`src/rtl/pipe_pkg.sv`:
```
// rtl/pipe_pkg.sv - shared pipeline constants, hazard FSM state type and register-match helper
// Contents: REG_IDX_W, ZERO_REG, STALL_CNT_W, hz_state_e {IDLE, STALL}, reg_match().
package pipe_pkg;

    localparam int REG_IDX_W   = 5;
    localparam int STALL_CNT_W = 2;
    localparam int PERF_CNT_W  = 32;

    localparam logic [REG_IDX_W-1:0] ZERO_REG = '0;

    typedef enum logic {
        IDLE  = 1'b0,
        STALL = 1'b1
    } hz_state_e;

    // Register 0 is hardwired, so a write to it can never create a dependency.
    function automatic logic reg_match(
        input logic [REG_IDX_W-1:0] dst,
        input logic [REG_IDX_W-1:0] rs,
        input logic [REG_IDX_W-1:0] rt
    );
        return (dst != ZERO_REG) && ((dst == rs) || (dst == rt));
    endfunction

endpackage

```
`src/rtl/hazard_unit_if.sv`:
```
// rtl/hazard_unit_if.sv - hazard detection bundle between pipeline and hazard unit
// Pipeline -> unit: IDEX_MemRd_i, IDEX_RegWrite_i, IDEX_Dst_i, IFID_Rs_i, IFID_Rt_i,
//                   IFID_Branch_i, BranchTaken_i, Jump_i
// Unit -> pipeline: PCWrite_o, IFIDWrite_o, IDEX_Bubble_o, IFID_Flush_o,
//                   StallCnt_o / FlushCnt_o (only with HAZARD_PERF_EN)
// master = pipeline side, slave = hazard unit side.
interface hazard_unit_if;
    import pipe_pkg::*;

    logic                 IDEX_MemRd_i;
    logic                 IDEX_RegWrite_i;
    logic [REG_IDX_W-1:0] IDEX_Dst_i;
    logic [REG_IDX_W-1:0] IFID_Rs_i;
    logic [REG_IDX_W-1:0] IFID_Rt_i;
    logic                 IFID_Branch_i;
    logic                 BranchTaken_i;
    logic                 Jump_i;

    logic                 PCWrite_o;
    logic                 IFIDWrite_o;
    logic                 IDEX_Bubble_o;
    logic                 IFID_Flush_o;

`ifdef HAZARD_PERF_EN
    logic [PERF_CNT_W-1:0] StallCnt_o;
    logic [PERF_CNT_W-1:0] FlushCnt_o;

    modport master (
        output IDEX_MemRd_i, IDEX_RegWrite_i, IDEX_Dst_i, IFID_Rs_i, IFID_Rt_i,
               IFID_Branch_i, BranchTaken_i, Jump_i,
        input  PCWrite_o, IFIDWrite_o, IDEX_Bubble_o, IFID_Flush_o,
               StallCnt_o, FlushCnt_o
    );

    modport slave (
        input  IDEX_MemRd_i, IDEX_RegWrite_i, IDEX_Dst_i, IFID_Rs_i, IFID_Rt_i,
               IFID_Branch_i, BranchTaken_i, Jump_i,
        output PCWrite_o, IFIDWrite_o, IDEX_Bubble_o, IFID_Flush_o,
               StallCnt_o, FlushCnt_o
    );
`else
    modport master (
        output IDEX_MemRd_i, IDEX_RegWrite_i, IDEX_Dst_i, IFID_Rs_i, IFID_Rt_i,
               IFID_Branch_i, BranchTaken_i, Jump_i,
        input  PCWrite_o, IFIDWrite_o, IDEX_Bubble_o, IFID_Flush_o
    );

    modport slave (
        input  IDEX_MemRd_i, IDEX_RegWrite_i, IDEX_Dst_i, IFID_Rs_i, IFID_Rt_i,
               IFID_Branch_i, BranchTaken_i, Jump_i,
        output PCWrite_o, IFIDWrite_o, IDEX_Bubble_o, IFID_Flush_o
    );
`endif

endinterface

```
`src/rtl/hazard_perf_cnt.sv`:
```
// rtl/hazard_perf_cnt.sv - saturating event counter for hazard statistics
// Ports: clk_i (clock), rst_i (sync active-high reset), inc_i (count this cycle),
//        cnt_o (current count, sticks at all-ones).
module hazard_perf_cnt #(
    parameter int W = 32
) (
    input  logic         clk_i,
    input  logic         rst_i,
    input  logic         inc_i,
    output logic [W-1:0] cnt_o
);

    logic [W-1:0] r_cnt;
    logic [W-1:0] w_one;

    assign w_one = {{(W-1){1'b0}}, 1'b1};

    always_ff @(posedge clk_i) begin
        if (rst_i) begin
            r_cnt <= '0;
        end else if (inc_i && (r_cnt != {W{1'b1}})) begin
            r_cnt <= r_cnt + w_one;
        end
    end

    assign cnt_o = r_cnt;

endmodule

```
`src/rtl/hazard_unit.sv`:
```
// rtl/hazard_unit.sv - load-use / branch-operand hazard detection with stall and flush control
// Ports: clk_i (clock), rst_i (sync active-high reset),
//        bus (hazard_unit_if.slave: EX/ID register info in, stall/flush controls out).
// Optional feature: HAZARD_PERF_EN adds saturating StallCnt_o / FlushCnt_o counters.
module hazard_unit
    import pipe_pkg::*;
(
    input  logic          clk_i,
    input  logic          rst_i,
    hazard_unit_if.slave  bus
);

    hz_state_e              r_state;
    hz_state_e              w_state_nxt;
    logic [STALL_CNT_W-1:0] r_cnt;
    logic [STALL_CNT_W-1:0] w_cnt_nxt;

    logic w_match;
    logic w_load_use;
    logic w_branch_alu;
    logic w_hazard;
    logic w_two_cycle;
    logic w_stall;
    logic w_stall_eff;
    logic w_flush_eff;

    assign w_match      = reg_match(bus.IDEX_Dst_i, bus.IFID_Rs_i, bus.IFID_Rt_i);
    assign w_load_use   = bus.IDEX_MemRd_i && w_match;
    // A branch compares in ID, so an ALU result still in EX is not yet forwardable.
    assign w_branch_alu = bus.IFID_Branch_i && bus.IDEX_RegWrite_i &&
                          !bus.IDEX_MemRd_i && w_match;
    assign w_hazard     = w_load_use || w_branch_alu;
    // Load feeding a branch needs the data through MEM before ID can compare.
    assign w_two_cycle  = w_load_use && bus.IFID_Branch_i;

    // In STALL the hazard inputs are stale (ID is frozen), so they are ignored.
    assign w_stall      = (r_state == STALL) || w_hazard;
    assign w_stall_eff  = !rst_i && w_stall;
    assign w_flush_eff  = !rst_i && !w_stall && (bus.BranchTaken_i || bus.Jump_i);

    always_ff @(posedge clk_i) begin
        if (rst_i) begin
            r_state <= IDLE;
            r_cnt   <= '0;
        end else begin
            r_state <= w_state_nxt;
            r_cnt   <= w_cnt_nxt;
        end
    end

    always_comb begin
        w_state_nxt = r_state;
        w_cnt_nxt   = r_cnt;
        case (r_state)
            IDLE: begin
                if (w_two_cycle) begin
                    w_state_nxt = STALL;
                    w_cnt_nxt   = 2'd1;
                end else begin
                    w_state_nxt = IDLE;
                    w_cnt_nxt   = '0;
                end
            end
            STALL: begin
                // A zero count here is unreachable; leaving is the safe recovery.
                if (r_cnt <= 2'd1) begin
                    w_state_nxt = IDLE;
                    w_cnt_nxt   = '0;
                end else begin
                    w_state_nxt = STALL;
                    w_cnt_nxt   = r_cnt - 2'd1;
                end
            end
            default: begin
                w_state_nxt = IDLE;
                w_cnt_nxt   = '0;
            end
        endcase
    end

    always_comb begin
        bus.PCWrite_o     = 1'b1;
        bus.IFIDWrite_o   = 1'b1;
        bus.IDEX_Bubble_o = 1'b0;
        bus.IFID_Flush_o  = 1'b0;
        if (w_stall_eff) begin
            bus.PCWrite_o     = 1'b0;
            bus.IFIDWrite_o   = 1'b0;
            bus.IDEX_Bubble_o = 1'b1;
        end else begin
            // Stall wins over a redirect; ID re-presents the redirect afterwards.
            bus.IFID_Flush_o  = w_flush_eff;
        end
    end

`ifdef HAZARD_PERF_EN
    logic [PERF_CNT_W-1:0] w_stall_cnt;
    logic [PERF_CNT_W-1:0] w_flush_cnt;

    hazard_perf_cnt #(.W(PERF_CNT_W)) u_stall_cnt (
        .clk_i (clk_i),
        .rst_i (rst_i),
        .inc_i (w_stall_eff),
        .cnt_o (w_stall_cnt)
    );

    hazard_perf_cnt #(.W(PERF_CNT_W)) u_flush_cnt (
        .clk_i (clk_i),
        .rst_i (rst_i),
        .inc_i (w_flush_eff),
        .cnt_o (w_flush_cnt)
    );

    assign bus.StallCnt_o = w_stall_cnt;
    assign bus.FlushCnt_o = w_flush_cnt;
`endif

endmodule

```
`src/flat_wrapper.sv`:
```
// flat-port wrapper written by rule: the top's interface ports become plain ports
module hazard_unit_flat import pipe_pkg::*;
  (clk_i, rst_i, bus_IDEX_MemRd_i, bus_IDEX_RegWrite_i, bus_IDEX_Dst_i, bus_IFID_Rs_i, bus_IFID_Rt_i, bus_IFID_Branch_i, bus_BranchTaken_i, bus_Jump_i, bus_PCWrite_o, bus_IFIDWrite_o, bus_IDEX_Bubble_o, bus_IFID_Flush_o);
  hazard_unit_if bus_i ();
  input  logic clk_i;
  input  logic rst_i;
  input wire logic [$bits(bus_i.IDEX_MemRd_i)-1:0] bus_IDEX_MemRd_i;
  input wire logic [$bits(bus_i.IDEX_RegWrite_i)-1:0] bus_IDEX_RegWrite_i;
  input wire logic [$bits(bus_i.IDEX_Dst_i)-1:0] bus_IDEX_Dst_i;
  input wire logic [$bits(bus_i.IFID_Rs_i)-1:0] bus_IFID_Rs_i;
  input wire logic [$bits(bus_i.IFID_Rt_i)-1:0] bus_IFID_Rt_i;
  input wire logic [$bits(bus_i.IFID_Branch_i)-1:0] bus_IFID_Branch_i;
  input wire logic [$bits(bus_i.BranchTaken_i)-1:0] bus_BranchTaken_i;
  input wire logic [$bits(bus_i.Jump_i)-1:0] bus_Jump_i;
  output wire logic [$bits(bus_i.PCWrite_o)-1:0] bus_PCWrite_o;
  output wire logic [$bits(bus_i.IFIDWrite_o)-1:0] bus_IFIDWrite_o;
  output wire logic [$bits(bus_i.IDEX_Bubble_o)-1:0] bus_IDEX_Bubble_o;
  output wire logic [$bits(bus_i.IFID_Flush_o)-1:0] bus_IFID_Flush_o;
  assign bus_i.IDEX_MemRd_i = bus_IDEX_MemRd_i;
  assign bus_i.IDEX_RegWrite_i = bus_IDEX_RegWrite_i;
  assign bus_i.IDEX_Dst_i = bus_IDEX_Dst_i;
  assign bus_i.IFID_Rs_i = bus_IFID_Rs_i;
  assign bus_i.IFID_Rt_i = bus_IFID_Rt_i;
  assign bus_i.IFID_Branch_i = bus_IFID_Branch_i;
  assign bus_i.BranchTaken_i = bus_BranchTaken_i;
  assign bus_i.Jump_i = bus_Jump_i;
  assign bus_PCWrite_o = bus_i.PCWrite_o;
  assign bus_IFIDWrite_o = bus_i.IFIDWrite_o;
  assign bus_IDEX_Bubble_o = bus_i.IDEX_Bubble_o;
  assign bus_IFID_Flush_o = bus_i.IFID_Flush_o;
  hazard_unit u_core (.clk_i(clk_i), .rst_i(rst_i), .bus(bus_i));
endmodule
```
`config.mk`:
```
export PLATFORM = sky130hd
export DESIGN_NAME = hazard_unit_flat
export DESIGN_NICKNAME = d
export VERILOG_FILES = /design/src/rtl/pipe_pkg.sv /design/src/rtl/hazard_unit_if.sv /design/src/rtl/hazard_perf_cnt.sv /design/src/rtl/hazard_unit.sv /design/src/flat_wrapper.sv
export SDC_FILE = /design/constraint.sdc
export NUM_CORES = 1
export LEC_CHECK = 0
export CAP_MARGIN = 20
export CORE_AREA = 2 2 40 42
export CTS_BUF_LIST = sky130_fd_sc_hd__clkbuf_8
export CTS_CLUSTER_SIZE = 40
export DETAILED_ROUTE_END_ITERATION = 7
export DIE_AREA = 0 0 42 44
export PLACE_DENSITY_LB_ADDON = 0.25
export SLEW_MARGIN = 10
export SYNTH_ARGS = -nofsm -noshare
export SYNTH_HDL_FRONTEND = slang
export SYNTH_SLANG_ARGS = --single-unit
```
`constraint.sdc`:
```
create_clock -name clk_i -period 2.1 [get_ports clk_i]
set_clock_uncertainty 0.2 [all_clocks]
set_input_delay 0.42 -clock clk_i [delete_from_list [all_inputs] [get_ports clk_i]]
set_output_delay 0.42 -clock clk_i [all_outputs]
set_load 0.005 [all_outputs]
```
Yosys cells after proc, flatten, opt, wreduce, memory -nomap -nowiden
Index checks and enable logic that the tools add are counted.
{"block": "word_totals", "regBits": 3, "latchBits": 0, "ram_bits": 0, "rom_bits": 0, "inputBits": 22, "out_inout_bits": 4, "word_cells": 33, "mem_count": 0}
{"block": "op_classes", "n_addsub": 1, "multipliers": 0, "div_mod_pow": 0, "order_cmp": 1, "eq_ne": 2, "shift": 0, "n_mux": 9, "bitwise_logic": 1, "reduce_logical": 17}
{"operator": "5-bit equality test", "count": 2}
{"operator": "1-bit logical AND", "count": 9}
{"operator": "1-bit two-way mux", "count": 6}
{"operator": "5-bit nonzero test", "count": 1}
{"operator": "1-bit logical OR", "count": 4}
{"operator": "2-bit one-hot mux with 2 select lines", "count": 1}
{"operator": "1-bit zero test", "count": 3}
{"operator": "2-bit by 1-bit <= comparator with 1-bit output (second input constant)", "count": 1}
{"operator": "2-bit two-way mux", "count": 1}
{"operator": "1-bit one-hot mux with 2 select lines", "count": 1}
{"operator": "2-bit by 1-bit subtractor with 2-bit output (second input constant)", "count": 1}
{"operator": "1-bit NOT", "count": 1}

Logic depth before layout (Yosys ltp)
{"block": "logic_depth", "depth_word": 10, "mapped_depth": 6, "ltp_nobuf": 5}

Least setup slack after synthesis
No wires, ideal clock.
{"block": "synth_timing", "path_kind": "input-to-output", "startpoint": "in bus_IDEX_Dst_i[4]", "endpoint": "out bus_PCWrite_o", "t_arrival_ns": 1.434, "path_slack_ns": 0.046, "path_stages": 6, "n_path_buf": 1, "cell_sequence": "xnor2_1 > nand3_1 > o32ai_2 > o21ai_2 > o31a_1 > buf_4"}
{"block": "synth_between", "elab_chain_cells": 8, "word_cells_on_any_way": 11, "cone_classes": "2 x eq/ne; 1 x mux; 8 x reduce/logical"}
{"item": "start, declared", "line_no": "flat_wrapper.sv:9", "rtl": "input wire logic [$bits(bus_i.IDEX_Dst_i)-1:0] bus_IDEX_Dst_i;"}
{"item": "5-bit equality test", "line_no": "pipe_pkg.sv:22", "rtl": "return (dst != ZERO_REG) && ((dst == rs) || (dst == rt));"}
{"item": "1-bit logical OR", "line_no": "pipe_pkg.sv:22"}
{"item": "1-bit logical AND *", "line_no": "pipe_pkg.sv:22"}
{"item": "1-bit logical AND, on equally long branches", "line_no": "hazard_unit.sv:28, hazard_unit.sv:31"}
{"item": "1-bit logical OR *", "line_no": "hazard_unit.sv:32", "rtl": "assign w_hazard = w_load_use || w_branch_alu;"}
{"item": "1-bit logical OR *", "line_no": "hazard_unit.sv:37", "rtl": "assign w_stall = (r_state == STALL) || w_hazard;"}
{"item": "1-bit logical AND *", "line_no": "hazard_unit.sv:38", "rtl": "assign w_stall_eff = !rst_i && w_stall;"}
{"item": "1-bit two-way mux *"}
{"item": "end, declared", "line_no": "flat_wrapper.sv:15", "rtl": "output wire logic [$bits(bus_i.PCWrite_o)-1:0] bus_PCWrite_o;"}
Every way passes the cells marked *; elsewhere a longest branch is shown, timed or not.

Final worst setup path
{"block": "layout_timing", "startpoint": "in bus_IFID_Rs_i[4]", "endpoint": "out bus_IDEX_Bubble_o"}
{"block": "layout_between", "elab_chain_cells": 8, "word_cells_on_any_way": 9, "cone_classes": "1 x eq/ne; 1 x mux; 7 x reduce/logical"}
{"item": "start, declared", "line_no": "flat_wrapper.sv:10", "rtl": "input wire logic [$bits(bus_i.IFID_Rs_i)-1:0] bus_IFID_Rs_i;"}
{"item": "5-bit equality test *", "line_no": "pipe_pkg.sv:22"}
{"item": "1-bit logical OR *", "line_no": "pipe_pkg.sv:22"}
{"item": "1-bit logical AND *", "line_no": "pipe_pkg.sv:22"}
{"item": "1-bit logical AND, on equally long branches", "line_no": "hazard_unit.sv:28, hazard_unit.sv:31"}
{"item": "1-bit logical OR *", "line_no": "hazard_unit.sv:32"}
{"item": "1-bit logical OR *", "line_no": "hazard_unit.sv:37"}
{"item": "1-bit logical AND *", "line_no": "hazard_unit.sv:38"}
{"item": "1-bit two-way mux *", "line_no": "hazard_unit.sv:86", "rtl": "if (w_stall_eff) begin"}
{"item": "end, declared", "line_no": "flat_wrapper.sv:17", "rtl": "output wire logic [$bits(bus_i.IDEX_Bubble_o)-1:0] bus_IDEX_Bubble_o;"}
Marked as above.

==> results.py <==
metrics = {
    "power": {
        "power.ir.vdd_worst_v": 0.000183,
        "leakage_nw": 0.317,
        "cellInternalPower_uw": 255,
        "power_spent_charging_and_discharging_nets_uw": 82.5,
        "p_seq_share_pct": 17.2,
        "combPwrFrac_pct": 34.7,
        "power.clock.fraction_pct": 48.0,
        "p_sw_share_pct": 24.4,
        "power_per_cell_area_nw_per_um2": 440,
    },
    "cts": {
        "clock_latency_ns": 0.22,
        "clockRootBuffer": "clkbuf_8",
        "path_clk_slew_ns": 0.03,
        "cts-root-to-sink-buffers": 2,
        "cts.sinks": 3,
        "htree_levels": 1,
        "tritoncts": "built",
        "cts-buffers-inserted": 3,
    },
    "hold_path": {
        "classification_of_the_worst_slack_hold_path": "reg -> reg",
    },
    "synthesis": {
        "synth_top_area_share_pct": 21.0,
        "synthMostInstantiatedCell": "xnor2_1",
        "synth-warning-count": 0,
        "ys_dominant_reg_cell": "dfxtp_1",
        "synth_largest_area_cell": "xnor2_1",
        "ys_top_cells_by_area": "xnor2_1 (21%), dfxtp_1 (18%), ha_1 (11%)",
        "synth_edf_count": 0,
        "postSynthCellCount": 38,
        "synth_async_sr_flop_share_pct": 0,
        "synth.yosys.seq_area_share_pct": 18.0,
        "post_synth.cell_area_avg_um2": 8.79,
        "netlist_area_um2": 334,
        "synth_cell_types": 21,
        "synth-seq-cells": 3,
        "synth.top_cells.by_count": "xnor2_1 (8), dfxtp_1 (3), ha_1 (3), nand2_1 (3)",
        "number_of_nets_produced_by_synthesis": 63,
    },
    "worst_setup_path": {
        "path_max_fanout": 3,
        "setup.worst_path.start_class": "primary input",
        "cpMostUsedCell": "buf_6",
        "critical_path.endpoint_type": "output port",
        "crit_family": "compound AO/OA/AOI/OAI gates",
        "timing.critical_path.cells": "buf_6 -> xnor2_2 -> nand3_2 -> o32ai_4 -> o21ai_4 -> buf_6 -> o31ai_4 -> buf_2",
        "cp_num_buf_inv": 3,
        "worst_ep_required_time_ns": 1.48,
        "worst_path_max_delay_cell": "o32ai_4",
        "cp_data_arrival_time_ns": 1.55,
        "critical_path_class": "in -> out",
        "slowest_delay_ns": 0.24,
    },
    "routing": {
        "route.vias.total": 417,
        "antenna_violating_nets_post_route": 0,
        "initialDrtViolationCount": 2,
        "first_pass_iters": 4,
        "wl_um": 935,
        "detail_route.wl_per_cell_um": 10.5,
        "route.detailed.drc": 0,
        "routed_via_density": 4.69,
    },
    "outcome": {
        "violated_checks": "setup timing",
        "outcome": "finished, violations left",
    },
    "die": {
        "die_w_um": 42,
        "core_area_um2": 1420,
        "pin_count": 26,
        "initial_util_pct": 23.5,
        "die-area_um2": 1850,
        "die_height_um": 44,
        "rows": 14,
    },
    "timing": {
        "post-route-worst-setup-slack_ns": -0.0707,
        "final.min_clock_period_ns": 2.17,
        "finalHoldViolCount": 0,
        "fin_crit_share_pct": 103,
        "final-max-slew-violation-count": 0,
        "tightest_slew_ns": 0.229,
        "max-slew-margin-rel_pct": 84.7,
        "setup-violations-final": 4,
        "final.setup.tns_ns": -0.173,
        "rsz0062_at_grt": "true",
        "fmax_mhz": 461,
    },
    "cells_and_area": {
        "fillCellCount": 138,
        "area.growth.synth_to_final_pct": 130,
        "design.final.nets": 99,
        "antennaDiodeCount": 0,
        "drive_above_1_share_pct": 57.5,
        "final_cell_utilization_of_the_core_pct": 54.1,
        "post-route-cell-area_um2": 767,
    },
    "grt": {
        "grt.total_usage_pct": 11.7,
        "grt_pass1_vias": 407,
        "number_of_antenna_violations_at_the_first_check_in_global_routing": 0,
        "grt_start_max_net_pins": 6,
        "grt_pass1_wl_um": 1570,
        "globalRoute.totalOverflow": 0,
    },
    "place": {
        "detailed_placement_hpwl_um": 718,
        "io_buffer_count": 25,
        "postPlaceCellArea_um2": 642,
        "detailedPlace.worstSlack_ns": -0.868,
        "gp_congestion": 0.776,
    },
    "run": {
        "max_cap_viol_count": 0,
    },
}
[power groups by stage]
stage | clock network [mW] | logic, mW | registers, mW
CTS | 0.166 | 0.104 | 0.0582
detailed placement | 0 | 0.0958 | 0.0589
global placement | 0 | 0.0962 | 0.0589
finish | 0.162 | 0.117 | 0.0582
floorplan | 0 | 0.0320 | 0.0588
global route | 0.174 | 0.126 | 0.0582
[cell families after synthesis]
| group | synth area share [%] |
|---|---|
| AOI/OAI and AO/OA | 21.7 |
| xor gates and xnor gates | 26.2 |
| adders and majority gates | 11.2 |
| buffers and inverters | 4.50 |
| DFF | 18.0 |
| and+or+nand+nor | 18.4 |
[through the flow]
step	total power [mW]	std cells	hold WS [ns]
finish	0.338	89	0.339
global route	0.359	89	0.381
CTS	0.327	89	0.333
detailed placement	0.155	84	0.333
global placement	0.155	84	0.329
floorplan	0.0908	38	0.288
[path summary, 6_finish.rpt]
path | start | endpoint | slack [ns] | cells after the start
worst max-delay path | bus_IFID_Rs_i[4] | bus_IDEX_Bubble_o | -0.07 | 8
worst min-delay path | u_core.r_state | u_core.r_cnt[1] | 0.34 | 2
worst max register to register | u_core.r_cnt[1] | u_core.r_state | 0.89 | 4
worst min register to register | u_core.r_state | u_core.r_cnt[1] | 0.34 | 2
[worst reg2reg max path, stage by stage, from the launching register on]
cell      delay (ns)
dfxtp_1         0.32
inv_1           0.07
ha_1            0.17
nand2b_1        0.15
o32ai_1         0.20
[per-layer routing]
metal	vias up	wire, um	global-route usage (%)
li1	208	-	-
met1	186	326	10.3
met2	19	514	21.9
met3	4	67	5.00
met4	0	27	7.74
met5	-	0	0
[flip-flops by register name, indices dropped and copies added (netlist names)]
register,cells
u_core.r_state,1
u_core.r_cnt,2
[cell type report]
cell class | instances | area (um2) | area share (%)
multi-input cells | 32 | 360 | 47.0
flip-flops and latches | 3 | 60.1 | 7.83
repair buffers | 32 | 274 | 35.7
clock inverters | 1 | 3.75 | 0.489
well taps | 16 | 20.0 | 2.61
inverters | 2 | 7.51 | 0.979
clock buffers | 3 | 41.3 | 5.38
[cell usage in the layout, fill, tap and decap left out, types with 3 or more instances in the layout]
master / synthesis / final
clkdlybuf4s50_1: 0 / 6
xnor2_2: 0 / 6
buf_4: 1 / 4
clkbuf_8: 0 / 3
dfxtp_1: 3 / 3
buf_2: 0 / 11
buf_6: 0 / 7
ha_1: 3 / 3
inv_1: 2 / 3
[timing repair]
| action | in CTS | in global routing |
|---|---|---|
| hold buffers | 0 | 0 |
| resized for setup | 86 | 9 |
| gates cloned | 0 | 0 |
| pin swaps | 17 | 6 |
| buffers inserted | 1 | 0 |
| setup endpoints to repair | 4 | 4 |
Note: power is estimated with default switching activity, not from simulation.
